<file path="src/rtl/ps2_pkg.sv">
// PS/2 keyboard receiver shared types and constants.
// Frame FSM states, scancode prefixes and protocol byte classification.
package ps2_pkg;

    typedef enum logic [1:0] {
        IDLE,
        DATA,
        PARITY,
        STOP
    } ps2_state_e;

    localparam logic [7:0] PS2_EXT   = 8'hE0;
    localparam logic [7:0] PS2_BRK   = 8'hF0;
    localparam logic [7:0] PS2_PAUSE = 8'hE1;
    localparam logic [7:0] PS2_BAT   = 8'hAA;
    localparam logic [7:0] PS2_ACK   = 8'hFA;

    localparam logic [2:0] PS2_PAUSE_SKIP = 3'd7;

    function automatic logic is_proto(input logic [7:0] b);
        return (b == 8'h00) || (b == PS2_BAT) ||
               (b == 8'hEE) || (b == PS2_ACK) ||
               (b == 8'hFC) || (b == 8'hFD) ||
               (b == 8'hFE) || (b == 8'hFF);
    endfunction

endpackage

</file>
<file path="src/rtl/ps2_filter.sv">
// PS/2 line conditioner: 2-FF synchroniser then a glitch filter.
// The output flips only after FILTER consecutive differing samples.
module ps2_filter #(
    parameter int FILTER = 8
) (
    input  logic clock,
    input  logic reset,
    input  logic raw_i,
    output logic filt_o
);

    logic       sync1_q, sync2_q;
    logic       filt_q, filt_d;
    logic [3:0] cnt_q, cnt_d;

    // count consecutive samples that disagree with the filtered level
    always_comb begin
        cnt_d  = '0;
        filt_d = filt_q;
        if (sync2_q != filt_q) begin
            if (cnt_q == 4'(FILTER - 1)) begin
                filt_d = ~filt_q;
            end else begin
                cnt_d = cnt_q + 4'd1;
            end
        end
    end

    // synchroniser, counter and filtered level; idle lines read high
    always_ff @(posedge clock or negedge reset) begin
        if (!reset) begin
            sync1_q <= 1'b1;
            sync2_q <= 1'b1;
            filt_q  <= 1'b1;
            cnt_q   <= '0;
        end else begin
            sync1_q <= raw_i;
            sync2_q <= sync1_q;
            filt_q  <= filt_d;
            cnt_q   <= cnt_d;
        end
    end

    assign filt_o = filt_q;

endmodule

</file>
<file path="src/rtl/ps2_keyboard.sv">
// PS/2 keyboard receiver: frames, prefix stripping, key events.
// Build with PS2_TYPEMATIC_FILTER_EN to suppress typematic repeats.
module ps2_keyboard
    import ps2_pkg::*;
#(
    parameter int FILTER  = 8,
    parameter int TIMEOUT = 56000
) (
    input  logic       clock,
    input  logic       reset,
    input  logic       ps2ck,
    input  logic       ps2d,
    output logic       strb,
    output logic       make,
    output logic [7:0] code,
    output logic       ext,
    output logic       err
);

    localparam int TW = $clog2(TIMEOUT + 1);

    logic ck_f, d_f, ckp_q, fall;

    ps2_filter #(.FILTER(FILTER)) u_ck (
        .clock (clock),
        .reset (reset),
        .raw_i (ps2ck),
        .filt_o(ck_f)
    );

    ps2_filter #(.FILTER(FILTER)) u_d (
        .clock (clock),
        .reset (reset),
        .raw_i (ps2d),
        .filt_o(d_f)
    );

    assign fall = ckp_q & ~ck_f;

    ps2_state_e    state_q, state_d;
    logic [2:0]    bit_q, bit_d;
    logic [7:0]    sh_q, sh_d;
    logic          par_q, par_d;
    logic [TW-1:0] tmo_q, tmo_d;
    logic          brk_q, brk_d;
    logic          xf_q, xf_d;
    logic [2:0]    skip_q, skip_d;
    logic          strb_q, strb_d;
    logic          make_q, make_d;
    logic [7:0]    code_q, code_d;
    logic          ext_q, ext_d;
    logic          err_q, err_d;
    logic          good, emit;
`ifdef PS2_TYPEMATIC_FILTER_EN
    logic          rv_q, rv_d;
    logic          rx_q, rx_d;
    logic [7:0]    rc_q, rc_d;
    logic          hit;
`endif

    // frame FSM, timeout watchdog and byte decoder
    always_comb begin
        state_d = state_q;
        bit_d   = bit_q;
        sh_d    = sh_q;
        par_d   = par_q;
        tmo_d   = '0;
        brk_d   = brk_q;
        xf_d    = xf_q;
        skip_d  = skip_q;
        strb_d  = 1'b0;
        make_d  = make_q;
        code_d  = code_q;
        ext_d   = ext_q;
        err_d   = 1'b0;
        good    = 1'b0;
        emit    = 1'b0;
`ifdef PS2_TYPEMATIC_FILTER_EN
        rv_d    = rv_q;
        rx_d    = rx_q;
        rc_d    = rc_q;
        hit     = rv_q && (rx_q == xf_q) && (rc_q == sh_q);
`endif
        if (fall) begin
            unique case (state_q)
                IDLE: begin
                    if (!d_f) begin
                        state_d = DATA;
                        bit_d   = '0;
                    end
                end
                DATA: begin
                    sh_d = {d_f, sh_q[7:1]};
                    if (bit_q == 3'd7) state_d = PARITY;
                    else               bit_d   = bit_q + 3'd1;
                end
                PARITY: begin
                    par_d   = d_f;
                    state_d = STOP;
                end
                STOP: begin
                    state_d = IDLE;
                    if (d_f && (^{sh_q, par_q})) begin
                        good = 1'b1;
                    end else begin
                        err_d  = 1'b1;
                        brk_d  = 1'b0;
                        xf_d   = 1'b0;
                        skip_d = '0;
                    end
                end
                default: state_d = IDLE;
            endcase
        end else if (state_q != IDLE) begin
            if (tmo_q == TW'(TIMEOUT - 1)) begin
                state_d = IDLE;
                err_d   = 1'b1;
                brk_d   = 1'b0;
                xf_d    = 1'b0;
            end else begin
                tmo_d = tmo_q + TW'(1);
            end
        end

        if (good) begin
            if (skip_q != '0) begin
                skip_d = skip_q - 3'd1;
            end else if (sh_q == PS2_PAUSE) begin
                skip_d = PS2_PAUSE_SKIP;
            end else if (sh_q == PS2_EXT) begin
                xf_d = 1'b1;
            end else if (sh_q == PS2_BRK) begin
                brk_d = 1'b1;
            end else begin
                brk_d = 1'b0;
                xf_d  = 1'b0;
                emit  = !is_proto(sh_q);
            end
        end

        if (emit) begin
`ifdef PS2_TYPEMATIC_FILTER_EN
            if (!brk_q) begin
                if (!hit) begin
                    strb_d = 1'b1;
                    rv_d   = 1'b1;
                    rx_d   = xf_q;
                    rc_d   = sh_q;
                end
            end else begin
                strb_d = 1'b1;
                if (hit) rv_d = 1'b0;
            end
`else
            strb_d = 1'b1;
`endif
        end

        if (strb_d) begin
            make_d = !brk_q;
            code_d = sh_q;
            ext_d  = xf_q;
        end
    end

    // state and registered event outputs
    always_ff @(posedge clock or negedge reset) begin
        if (!reset) begin
            ckp_q   <= 1'b1;
            state_q <= IDLE;
            bit_q   <= '0;
            sh_q    <= '0;
            par_q   <= 1'b0;
            tmo_q   <= '0;
            brk_q   <= 1'b0;
            xf_q    <= 1'b0;
            skip_q  <= '0;
            strb_q  <= 1'b0;
            make_q  <= 1'b0;
            code_q  <= 8'h00;
            ext_q   <= 1'b0;
            err_q   <= 1'b0;
        end else begin
            ckp_q   <= ck_f;
            state_q <= state_d;
            bit_q   <= bit_d;
            sh_q    <= sh_d;
            par_q   <= par_d;
            tmo_q   <= tmo_d;
            brk_q   <= brk_d;
            xf_q    <= xf_d;
            skip_q  <= skip_d;
            strb_q  <= strb_d;
            make_q  <= make_d;
            code_q  <= code_d;
            ext_q   <= ext_d;
            err_q   <= err_d;
        end
    end

`ifdef PS2_TYPEMATIC_FILTER_EN
    // last-pressed key record
    always_ff @(posedge clock or negedge reset) begin
        if (!reset) begin
            rv_q <= 1'b0;
            rx_q <= 1'b0;
            rc_q <= 8'h00;
        end else begin
            rv_q <= rv_d;
            rx_q <= rx_d;
            rc_q <= rc_d;
        end
    end
`endif

    assign strb = strb_q;
    assign make = make_q;
    assign code = code_q;
    assign ext  = ext_q;
    assign err  = err_q;

endmodule

</file>
<file path="config.mk">
export PLATFORM = sky130hd
export DESIGN_NAME = ps2_keyboard
export DESIGN_NICKNAME = d
export VERILOG_FILES = /design/src/rtl/ps2_pkg.sv /design/src/rtl/ps2_filter.sv /design/src/rtl/ps2_keyboard.sv
export SDC_FILE = /design/constraint.sdc
export NUM_CORES = 1
export LEC_CHECK = 0
export ABC_AREA = 1
export ABC_CLOCK_PERIOD_IN_PS = 2100
export BUFFER_PORTS_ARGS = -buffer_cell sky130_fd_sc_hd__buf_2
export CAP_MARGIN = 20
export CORE_MARGIN = 8
export CORE_UTILIZATION = 24
export CTS_BUF_LIST = sky130_fd_sc_hd__clkbuf_4 sky130_fd_sc_hd__clkbuf_8
export CTS_CLUSTER_DIAMETER = 150
export DETAILED_ROUTE_END_ITERATION = 10
export PLACE_DENSITY = 0.45
export SYNTH_ARGS = -nofsm -noshare
export SYNTH_HDL_FRONTEND = slang
export SYNTH_HIERARCHICAL = 1
export SYNTH_SLANG_ARGS = --single-unit
</file>
<file path="constraint.sdc">
create_clock -name clock -period 2.1 [get_ports clock]
set_input_delay 0.105 -clock clock [delete_from_list [all_inputs] [get_ports clock]]
set_output_delay 0.105 -clock clock [all_outputs]
set_load 0.01 [all_outputs]
</file>
==> flow_summary_export.csv <==
group,metric,value,unit
run_status,outcome,"complete, no violations",
floorplan,die_x,131,um
clocking,htree_levels,3,
placed_design,place_hpwl,4420,um
global_route,grt_start_max_net_pins,53,
clocking,cts_tree,"yes",
worst_setup_path,slowest_delay,0.46,ns
detailed_routing,viasPerCell,4.16,
clocking,cts_sinks,62,
detailed_routing,ant_nets,0,
synthesis,synth_top_cell_by_area,"dfrtp_1",
floorplan,rows,42,
sta,worstMarginPinSlew,0.388,ns
synthesis,synth_edf_count,0,
synthesis,avgSynthCellArea,8.39,sq um
global_route,grt_pass1_wl,11000,um
synthesis,yosysSeqAreaShare,49.5,%
sta,fin_tns_setup,0,ns
power_and_ir_drop,cellLeakagePower,1.72,nW
global_route,antenna_found_initial,0,
clocking,clk_pin_slew,0.07,ns
sta,rsz0062_at_grt,"no",
finish,diodes,0,
finish,syn_to_final_growth,16.2,%
job,max-cap-violations,0,
sta,slew_headroom,73.9,%
sta,fin_crit,1.84,ns
detailed_routing,vias,2439,
power_and_ir_drop,internal-power,0.00181,W
detailed_routing,wirelength,6110,um
finish,fin_cells,586,
sta,setup_viol,0,
power_and_ir_drop,p_switching,0.000681,W
worst_setup_path,crit_arrival,2.07,ns
power_and_ir_drop,p_clk_share,37.6,%
synthesis,synth-seq-cells,62,
sta,finalClockSkew,0.00706,ns
synthesis,ys_types,34,
placed_design,port_buffers,15,
sta,slew_viol_final,0,
finish,drive_above_1_share,16.3,%
sta,final_hold_viol_count,0,
synthesis,synth_flop_cell,"dfrtp_1",
synthesis,syn_area,0.00315,sq mm
floorplan,io_pins,16,
sta,clock.fmax,0.544,GHz
clocking,cts_buffers,9,
synthesis,synthArstFlopShare,100,%
worst_setup_path,r2r_setup_slack,0.26,ns
worst_setup_path,end_kind,"flop",
global_route,first_global_vias,2422,
power_and_ir_drop,swShare,27.3,%
clocking,clk_latency,0.34,ns
synthesis,synth_area_leaders,"dfrtp_1 (44%), nand2_1 (11%), dfstp_2 (5.8%), inv_1 (5.5%), nor2_1 (4.6%)",
power_and_ir_drop,powerDensity,680,mW/mm^2
worst_setup_path,start_kind,"flop",
floorplan,core-area,0.0130,sq mm
worst_setup_path,crit_required,2.33,ns
synthesis,synth.net_count,391,
hold_path,hold_path.class,"in -> async",
detailed_routing,first_pass_iters,4,
clocking,root_buffer,"clkbuf_8",
power_and_ir_drop,p_seq_share,54.0,%
detailed_routing,drc,0,
detailed_routing,drtIter0Drc,135,
finish,fin_nets,420,
worst_setup_path,path_max_fanout,19,
floorplan,start_util,24.2,%
power_and_ir_drop,pwr-share-comb,8.5,%
detailed_routing,wl_per_cell,10.4,um
floorplan,die_h,131,um
placed_design,place_congestion,0.746,
worst_setup_path,crit_type,"reg -> reg",
synthesis,synth_top_cell_area_share,43.7,%
worst_setup_path,path_cells,"inv_2 > nand2_1 > nand2_1 > nand2_1 > nand3_2 > nand2_1 > nand2_1 > nand3_4 > nor2_8 > nand2_4 > nand2_1 > o21ai_2",
worst_setup_path,crit_slowest_cell,"dfrtp_1",
synthesis,synthCells,376,
placed_design,dp.cells,567,
power_and_ir_drop,ir_worst_vdd,0.187,mV
synthesis,yosys_warnings,6,
worst_setup_path,cp_common_cell,"nand2_1",
global_route,grt_use_total,8.16,%
global_route,overflow,0,
sta,fin_crit_sh,87.6,%
clocking,cts.path.max_buffers,2,
floorplan,dieArea,0.0171,sq mm
-- logic make-up (layout without fill, tap and decap cells) --
| kind of cell | after synthesis | in the layout | synth area share, % |
|---|---|---|---|
| multiplexers | 1 | 1 | 0.357 |
| XOR/XNOR | 6 | 6 | 1.67 |
| AO/OA/AOI/OAI | 49 | 49 | 9.64 |
| adder cells (fa/ha/maj) | 11 | 11 | 4.37 |
| flip-flops | 62 | 62 | 49.5 |
| AND/OR/NAND/NOR | 193 | 193 | 27.6 |
| buffers and inverters | 54 | 88 | 6.90 |
-- state kept, by name, indices dropped and copies added (netlist names) --
name,cells
tmo_q,16
code,8
sh_q,8
u_ck/cnt_q,4
u_d/cnt_q,4
bit_q,3
skip_q,3
state_q,2
brk_q,1
ckp_q,1
err,1
ext,1
make,1
par_q,1
strb,1
u_ck/filt_o,1
u_ck/sync1_q,1
u_ck/sync2_q,1
u_d/filt_o,1
u_d/sync1_q,1
u_d/sync2_q,1
xf_q,1
-- metrics by stage --
step	power [W]	hold slack, ns	setup slack, ns	utilization [%]	area, sq um
after floorplan	0.00150	-0.191	0.417	-	3150
after global placement	0.00158	0.00716	0.292	26.5	3460
after detailed placement	0.00158	0.00772	0.259	26.5	3460
after CTS	0.00254	0.169	0.247	28.1	3660
after global routing	0.00266	0.181	0.00972	28.1	3660
final	0.00249	0.178	0.261	28.1	3660
-- layer usage --
metal  track usage, %  vias to the layer above  wire length [um]  part of all wire [%]
met1             10.4                     1131              3110                    51
met3             2.35                        6               236                   3.9
met4             4.46                        0                89                   1.5
li1                 -                     1276                 -                     -
met5                0                        -                 0                     0
met2             12.2                       26              2670                    44
-- timing repair --
action	CTS	global route
hold buffers	3	0
gates resized for setup	0	1
setup buffers	0	0
hold endpoints to repair	25	0
endpoints found under the setup margin	0	2
-- cells in the final DEF, fill, tap and decap left out, types with 2 or more instances in the layout --
cell            n
o21ai_0        21
inv_1          46
nand3_1        24
or2_2           2
nand4_1         8
o21ai_2         9
clkinvlp_4      3
nand2_1        95
ha_1           11
clkinv_2        3
buf_4           2
inv_2           5
clkbuf_8       10
dlygate4sd3_1   3
nand3_2         3
buf_2          15
dfstp_2         7
dfrtp_1        55
nor4_1          3
a32o_1          2
o211ai_1        3
nor3_1         12
nor2_1         38
nor2_2          2
o21ai_1         2
xnor2_1         5
a21oi_1         9
-- final cells by class --
cell class,instances,area (sq um)
flip-flops and latches,62,1560
fillers,1439,9370
clock buffers,10,138
repair buffers,21,140
well taps,176,220
inverters,51,191
multi-input cells,260,1380
clock inverters,6,37.5
-- worst max-delay path, delay by kind of cell, from the launching register on --
| kind | cells | cell delay (ns) |
|---|---|---|
| AOI/OAI and AO/OA | 1 | 0.05 |
| buffers and inverters | 1 | 0.16 |
| DFF | 1 | 0.46 |
| and+or+nand+nor | 10 | 1.04 |
-- Yosys cell counts, types with 2 or more instances --
master,count
nand2_1,95
dfrtp_1,55
inv_1,46
nor2_1,39
nand3_1,24
o21ai_0,21
nor3_1,12
ha_1,11
a21oi_1,9
o21ai_2,9
nand4_1,8
dfstp_2,7
inv_2,5
xnor2_1,5
nand3_2,3
nor4_1,3
o211ai_1,3
a32o_1,2
buf_6,2
o21ai_1,2
or2_2,2
-- power groups by stage --
stage	clock network (W)	logic, W	registers [W]
after detailed placement	0	0.000212	0.00137
final	0.000936	0.000211	0.00134
after CTS	0.000977	0.000217	0.00135
after floorplan	0	0.000153	0.00135
after global routing	0.00104	0.000256	0.00136
after global placement	0	0.000211	0.00137
-- final timing paths --
check                             from  cells after the start          end
max in group asynchronous        reset                      3  u_d/sync1_q
hold / removal                   reset                      2     tmo_q[3]
setup / recovery               sh_q[4]                     12      code[2]
min in group clock         u_d/sync1_q                      0  u_d/sync2_q
hold reg to reg            u_d/sync1_q                      0  u_d/sync2_q
setup reg to reg               sh_q[4]                     12      code[2]
Power figures use the tool's default switching activity.
